### config.mk
export PLATFORM = sky130hd
export DESIGN_NAME = jtdsp16_sio
export DESIGN_NICKNAME = d
export VERILOG_FILES = /design/src/rtl/jtdsp16_pkg.sv /design/src/rtl/jtdsp16_sio_clkgen.sv /design/src/rtl/jtdsp16_sio.sv
export SDC_FILE = /design/constraint.sdc
export NUM_CORES = 1
export LEC_CHECK = 0
export CORE_UTILIZATION = 35
export CTS_CLUSTER_DIAMETER = 30
export DETAILED_ROUTE_END_ITERATION = 7
export PLACE_DENSITY = 0.51
export SETUP_SLACK_MARGIN = 0.15
export SLEW_MARGIN = 20
export SYNTH_ARGS = -nofsm -noshare
export SYNTH_HDL_FRONTEND = slang
export SYNTH_SLANG_ARGS = --single-unit
### constraint.sdc
create_clock -name clk -period 2.85 [get_ports clk]
set_input_delay 0.855 -clock clk [delete_from_list [all_inputs] [get_ports clk]]
set_output_delay 0.855 -clock clk [all_outputs]
set_load 0.05 [all_outputs]
### src/rtl/jtdsp16_pkg.sv
// Shared constants and helpers for the jtdsp16 serial port.
// FSM encodings, word width and frame lengths live here.
package jtdsp16_pkg;

    localparam int WORD_W  = 16;
    localparam int FLEN_16 = 16;
    localparam int FLEN_8  = 8;
    localparam int CNT_W   = 5;

    localparam logic ST_IDLE  = 1'b0;
    localparam logic ST_SHIFT = 1'b1;

    typedef enum logic {
        IDLE  = ST_IDLE,
        SHIFT = ST_SHIFT
    } state_t;

    // Shift one received bit into the input shifter in transmit order
    function automatic logic [WORD_W-1:0] rx_shift(
        input logic [WORD_W-1:0] cur,
        input logic              din,
        input logic              msb
    );
        return msb ? {cur[WORD_W-2:0], din} : {din, cur[WORD_W-1:1]};
    endfunction

    // Right-justify an 8-bit frame; its bits sit at the shift-in end
    function automatic logic [WORD_W-1:0] rx_frame(
        input logic [WORD_W-1:0] sh,
        input logic              len8,
        input logic              msb
    );
        if (!len8)
            return sh;
        return msb ? {8'h00, sh[7:0]} : {8'h00, sh[15:8]};
    endfunction

endpackage

### src/rtl/jtdsp16_sio_clkgen.sv
// Serial bit clock divider for the jtdsp16 serial port.
// ock toggles every DIV cen cycles; ticks mark the toggle cycles.
module jtdsp16_sio_clkgen #(
    parameter int DIV = 4
) (
    input  logic clk,
    input  logic rst,
    input  logic cen,
    output logic ock,
    output logic rise_tick,
    output logic fall_tick
);

    logic [7:0] cnt;
    logic       terminal;

    assign terminal  = cnt == 8'(DIV - 1);
    assign rise_tick = cen & terminal & ~ock;
    assign fall_tick = cen & terminal & ock;

    // Count cen cycles and flip ock at each half-period boundary
    always_ff @(posedge clk or negedge rst) begin
        if (!rst) begin
            cnt <= 8'd0;
            ock <= 1'b0;
        end else if (cen) begin
            if (terminal) begin
                cnt <= 8'd0;
                ock <= ~ock;
            end else begin
                cnt <= cnt + 8'd1;
            end
        end
    end

endmodule

### src/rtl/jtdsp16_sio.sv
// jtdsp16 serial I/O: buffered transmitter and receiver
// sharing one internally generated bit clock.
module jtdsp16_sio
    import jtdsp16_pkg::*;
#(
    parameter int DIV = 4
) (
    input  logic              rst,
    input  logic              clk,
    input  logic              cen,
    input  logic              sdx_we,
    input  logic [WORD_W-1:0] sdx_din,
    input  logic              sdx_rd,
    output logic [WORD_W-1:0] sdx_dout,
    input  logic              olen,
    input  logic              msb_first,
    input  logic              sdi,
    output logic              ock,
    output logic              old,
    output logic              sdo,
    output logic              obe,
    output logic              ose,
    output logic              ibf
);

    logic              rise_tick;
    logic              fall_tick;
    state_t            state;
    logic [WORD_W-1:0] obuf;
    logic [WORD_W-1:0] oshift;
    logic [WORD_W-1:0] ishift;
    logic [WORD_W-1:0] ibuf;
    logic [CNT_W-1:0]  bitcnt;
    logic              olen_l;
    logic              msb_l;
    logic              last;
    logic              load;
    logic              sample;
    logic [WORD_W-1:0] ld_shift;
    logic              ld_sdo;
    logic [CNT_W-1:0]  ld_cnt;
    logic [WORD_W-1:0] rx_next;

    jtdsp16_sio_clkgen #(
        .DIV       (DIV)
    ) u_clkgen (
        .clk       (clk),
        .rst       (rst),
        .cen       (cen),
        .ock       (ock),
        .rise_tick (rise_tick),
        .fall_tick (fall_tick)
    );

    assign last   = bitcnt == CNT_W'(1);
    assign load   = fall_tick & ~obe & ((state == IDLE) | last);
    assign sample = rise_tick & (state == SHIFT);

    // 8-bit MSB-first frames are pre-aligned so bit 15 is always next
    assign ld_shift = (msb_first & olen) ? {obuf[7:0], 8'h00} : obuf;
    assign ld_sdo   = msb_first ? ld_shift[WORD_W-1] : ld_shift[0];
    assign ld_cnt   = olen ? CNT_W'(FLEN_8) : CNT_W'(FLEN_16);
    assign rx_next  = rx_shift(ishift, sdi, msb_l);

    assign sdx_dout = ibuf;

    // Output buffer: a core write always wins over the load that empties it
    always_ff @(posedge clk or negedge rst) begin
        if (!rst) begin
            obuf <= '0;
            obe  <= 1'b1;
        end else if (cen && sdx_we) begin
            obuf <= sdx_din;
            obe  <= 1'b0;
        end else if (load) begin
            obe  <= 1'b1;
        end
    end

    // Transmit FSM: load or advance one bit on each falling bit-clock edge
    always_ff @(posedge clk or negedge rst) begin
        if (!rst) begin
            state  <= IDLE;
            oshift <= '0;
            bitcnt <= '0;
            olen_l <= 1'b0;
            msb_l  <= 1'b0;
            old    <= 1'b0;
            ose    <= 1'b1;
            sdo    <= 1'b0;
        end else if (fall_tick) begin
            if (load) begin
                state  <= SHIFT;
                oshift <= ld_shift;
                bitcnt <= ld_cnt;
                olen_l <= olen;
                msb_l  <= msb_first;
                old    <= 1'b1;
                ose    <= 1'b0;
                sdo    <= ld_sdo;
            end else if (state == SHIFT) begin
                old <= 1'b0;
                if (last) begin
                    state <= IDLE;
                    ose   <= 1'b1;
                    sdo   <= 1'b0;
                end else begin
                    bitcnt <= bitcnt - CNT_W'(1);
                    if (msb_l) begin
                        oshift <= {oshift[WORD_W-2:0], 1'b0};
                        sdo    <= oshift[WORD_W-2];
                    end else begin
                        oshift <= {1'b0, oshift[WORD_W-1:1]};
                        sdo    <= oshift[1];
                    end
                end
            end
        end
    end

    // Receive shifter: sample mid-bit, publish the word after the last bit
    always_ff @(posedge clk or negedge rst) begin
        if (!rst) begin
            ishift <= '0;
            ibuf   <= '0;
        end else if (sample) begin
            ishift <= rx_next;
            if (last)
                ibuf <= rx_frame(rx_next, olen_l, msb_l);
        end
    end

    // Input-buffer-full flag: a new word beats a simultaneous read
    always_ff @(posedge clk or negedge rst) begin
        if (!rst)
            ibf <= 1'b0;
        else if (sample && last)
            ibf <= 1'b1;
        else if (cen && sdx_rd)
            ibf <= 1'b0;
    end

endmodule

# Word-level counts from Yosys, hierarchy flattened
# Index checks and enable logic that the tools add are counted.
# W data, S select, Z words.
[op_classes] n_reduce_logical=13 n_eq_ne=3 n_addsub=2 bitwise=11 muxes=34
[ops] cell="$mux W16" count=8
[ops] cell="$mux W1" count=20
[ops] cell="$mux W5" count=4
[ops] cell="$mux W8" count=2
[ops] cell="$add A8 B1 Y8 const B" count=1
[ops] cell="$eq A8 B2 Y1 const B" count=1
[ops] cell="$reduce_and A2 Y1" count=4
[ops] cell="$reduce_bool A2 Y1" count=4
[ops] cell="$and A1 B1 Y1" count=7
[ops] cell="$reduce_and A3 Y1" count=2
[ops] cell="$eq A5 B1 Y1 const B" count=1
[ops] cell="$sub A5 B1 Y5 const B" count=1
[ops] cell="$logic_and A1 B1 Y1" count=3
[ops] cell="$not A1 Y1" count=3
[ops] cell="$ne A2 B1 Y1 const B" count=1
[ops] cell="$or A1 B1 Y1" count=1
[word_totals] out_inout_bits=22 wordCells=78 regBits=86

# Longest topological paths before layout
[logic_depth] ltp_word=7 ltp_mapped=8

# By module
# From an unflattened synthesis, not the netlist that was laid out.
[hier_totals] cells_unflattened=403 hier_area_um2=4215.3
[by_module_without_submodules] module="jtdsp16_sio" n_inst=1 cells_each=365 area_each_um2=3769.9
[by_module_without_submodules] module="jtdsp16_sio_clkgen" n_inst=1 cells_each=38 area_each_um2=445.4

# Least setup slack after synthesis
# Ideal clock, no wire load.
[synth_path] path_kind="input-to-reg" from="input port olen" to="register oshift[3]" arrival_ps=2022 t_required_ps=2723 n_path_buf=2 path_stages=6 setup_time_ps=127 setup_slack_ps=700 cell_sequence="clkbuf_1 -> nand2_1 -> clkbuf_1 -> nand2_1 -> a32oi_1 -> mux2_1"
[synth_via] elab_chain_cells=3
[synth_rtl] element="start: declaration" line_no="jtdsp16_sio.sv:15" text="input logic olen,"
[synth_rtl] element="$and A1 B1 Y1" line_no="jtdsp16_sio.sv:60" text="assign ld_shift = (msb_first & olen) ? {obuf[7:0], 8'h00} : obuf;"
[synth_rtl] element="$mux W16" line_no="jtdsp16_sio.sv:60"
[synth_rtl] element="$mux W16" line_no="jtdsp16_sio.sv:92" text="if (load) begin"
[synth_rtl] element="end signal: assignment" line_no="jtdsp16_sio.sv:94" text="oshift <= ld_shift;"
[synth_rtl] element="end signal: assignment" line_no="jtdsp16_sio.sv:110" text="oshift <= {oshift[WORD_W-2:0], 1'b0};"
[synth_rtl] element="end signal: assignment" line_no="jtdsp16_sio.sv:113" text="oshift <= {1'b0, oshift[WORD_W-1:1]};"
[synth_rtl] element="end: declaration" line_no="jtdsp16_sio.sv:30" text="logic [WORD_W-1:0] oshift;"
# No other way between the ends.
# A chain may end at the register's enable or synchronous reset.

# Final worst setup path
[layout_path] from="register ose" to="output port ose"
[layout_lines] element="start: declaration" line_no="jtdsp16_sio.sv:22" text="output logic ose,"
[layout_lines] element="start signal: assignment" line_no="jtdsp16_sio.sv:89" text="ose <= 1'b1;"
[layout_lines] element="start signal: assignment" line_no="jtdsp16_sio.sv:99" text="ose <= 1'b0;"
[layout_lines] element="start signal: assignment" line_no="jtdsp16_sio.sv:105" text="ose <= 1'b1;"
# No word-level cell between the ends.

==> out/results.ini <==
[cts]
clk_path_buf_depth = 2
path_clk_slew_ns = 0.06
cts_tree = built
cts_root_buf = clkbuf_16
clock_sinks = 86
clock_latency_ns = 0.34
cts_hold_buf = 0
htreeDepth = 3
numCtsBuffers = 9

[cells_and_area]
postLayoutCellArea_mm2 = 0.00511
nFillCells = 1130
antenna_cells = 0
nets = 454
syn2layout_area_growth_pct = 19.9
fin_util_pct = 44.0
drive_above_1_share_pct = 13.5

[global_routing]
grt_remaining_overflow = 0
grt_first_pass_wirelength_mm = 15.9
first_global_vias = 3060
antenna_found_initial = 0
grt_max_degree = 54
grt_usage_pct = 16.2

[timing]
fin_skew_ns = 0.00367
finalHoldViolations = 0
timing.final.ws_setup_ns = 0.334
fin_crit_ns = 2.52
setup_viol = 0
fmax_mhz = 398
finalSetupTns_ns = 0
tightest_slew_ns = 0.726
slew_headroom_pct = 51.6
finalCritPeriodShare_pct = 88.3
rsz0062_at_grt = false
finalMaxSlewViolations = 0

[floorplanning]
fp-row-count = 39
dieHeight_um = 112
die_area_mm2 = 0.0126
die_w_um = 112
core_area_mm2 = 0.0116
ios = 46
start_util_pct = 36.7

[synth]
synthesis.nets = 412
yosysWarnings = 0
synthCells = 385
ys.flop_type = dfrtp_1
syn_avg_cell_area_um2 = 11.1
synthArstFlopShare_pct = 100
synth_cell_types = 46
syn_area_mm2 = 0.00426
synth-seq-cells = 86
ys_seq_area_share_pct = 50.6
synth_edf_count = 0

[placed_design]
port_buffers = 45
place_hpwl_mm = 6.30
place_ws_ns = 0.343
gp_congestion = 0.737
placed_area_mm2 = 0.00484

[worst_hold_path]
hp-class = in2async

[power]
finalPower_mw = 4.07
peakVddDrop_uv = 312
leakagePower_nw = 2.16
power_density_mw_per_mm2 = 797

[detailed_routing]
wl_mm = 9.28
avgViaCountPerCell = 5.28
drt-pass1-iter-count = 8
wl_per_cell_um = 16.2
num_vias = 3030
drc_errors = 4
antenna_left = 0
drt_iter0_drc = 132

[critical_path]
endpoint_kind = output port
critPathBufInv = 1
cp_cell_sequence = clkdlybuf4s50_1
path_delay_family = buffers and inverters
slowest_delay_ns = 0.79
r2r_slack_ns = 0.56
cp_max_fo = 2
required_ns = 2.00
cp.arrival_ns = 1.66
path_class = reg2out
start_kind = flip-flop
crit_path_top_delay_cell = clkdlybuf4s50_1

[flow_run]
drv_cap = 0

[status]
violations = design-rule violations
status = finished, violations left

metal layers:
metal / routed length [um] / track usage [%] / vias to the layer above / part of all wire (%)
met2: 4460 / 26.3 / 47 / 48
met5: 0 / 0 / - / 0
met1: 4390 / 20.8 / 1492 / 47
met4: 164 / 6.84 / 0 / 1.8
met3: 259 / 3.78 / 14 / 2.8
li1: - / - / 1477 / -
sequential cells by signal, indices dropped and copies added (netlist names), 5 cells and up:
signal and cells:
ishift 16, obuf 16, oshift 16, sdx_dout 16, u_clkgen.cnt 8, bitcnt 5
path summary, 6_finish.rpt:
path / from / endpoint / cells past startpoint
setup / recovery: ose / ose / 1
hold / removal: rst / u_clkgen.cnt[5] / 1
setup reg to reg: bitcnt[1] / oshift[15] / 7
hold reg to reg: sdx_dout[15] / sdx_dout[15] / 2
max in group asynchronous: rst / msb_l / 2
min in group clk: sdx_dout[15] / sdx_dout[15] / 2
through the flow:
step	cells	hold slack [ns]
5_1_grt	574	0.489
2_1_floorplan	385	0.457
4_1_cts	574	0.479
3_5_place_dp	559	0.466
3_3_place_gp	559	0.463
6_report	574	0.471
synth_stat cells, types with 2 or more instances:
cell      count  area [um^2]
a22oi_1       3         22.5
buf_2         3         15.0
a21o_1        3         22.5
and4_1        2         17.5
mux2i_1      44          440
o21ai_0      27          135
mux2_4        2         30.0
nand2b_1      2         12.5
dfstp_2       2         52.6
o21a_1        2         15.0
buf_6         8         90.1
nand3_1       8         40.0
a21oi_1      12         60.1
clkbuf_1     16         60.1
o22a_1        7         61.3
o31ai_1       9         67.6
dfrtp_1      84         2100
inv_1         6         22.5
nor3_1        3         15.0
xnor2_1       5         43.8
nand2_1      57          214
mux2_2       21          236
nor2_1       11         41.3
mux2_1        7         78.8
nor3b_1       2         15.0
ha_1          3         37.5
nand4_1       4         25.0
a32oi_1      14          123
cells by family after synthesis:
family,synth area share [%]
buffers and inverters,4.49
AO/OA/AOI/OAI,13.2
adder cells (fa/ha/maj),0.881
flip-flops,50.6
multiplexers,18.4
XOR/XNOR,1.23
AND/OR/NAND/NOR,11.2
report_power, final:
group,internal [mW],leakage [nW],switching (mW)
Sequential,1.49,1.10,0.334
Combinational,0.585,0.934,0.582
Clock,0.633,0.133,0.450
Total,2.71,2.16,1.37
layout by cell type, fill, tap and decap left out, types with 2 or more instances in the layout:
cell / n
mux2_1: 7
mux2_2: 21
clkdlybuf4s50_1: 43
a21oi_1: 12
buf_4: 14
clkbuf_1: 3
o22a_1: 7
a32oi_1: 14
dfstp_2: 2
o21ai_0: 27
o21a_1: 2
a21o_1: 3
ha_1: 3
nor3b_1: 2
clkbuf_16: 9
and4_1: 2
nand2b_1: 2
o31ai_1: 9
mux2i_1: 44
nand2_1: 57
clkbuf_8: 2
nor3_1: 3
nand4_1: 4
a22oi_1: 3
nor2_1: 11
mux2_4: 2
inv_1: 6
nand3_1: 8
xnor2_1: 5
dfrtp_1: 83
final cells by class:
cell class / instances / area (um^2) / share of cell area [%]
clock buffers: 14 / 264 / 5.17
clock inverters: 1 / 5.00 / 0.0980
well taps: 143 / 179 / 3.50
repair buffers: 59 / 568 / 11.1
flip-flops and latches: 86 / 2160 / 42.2
multi-input cells: 265 / 1910 / 37.5
inverters: 6 / 22.5 / 0.441
timing repair:
action / 4_1_cts / 5_1_grt
endpoints found under the setup margin: 0 / 1
setup buffers: 0 / 0
gates resized for setup: 0 / 1
Note: power is estimated with default switching activity, not from simulation.
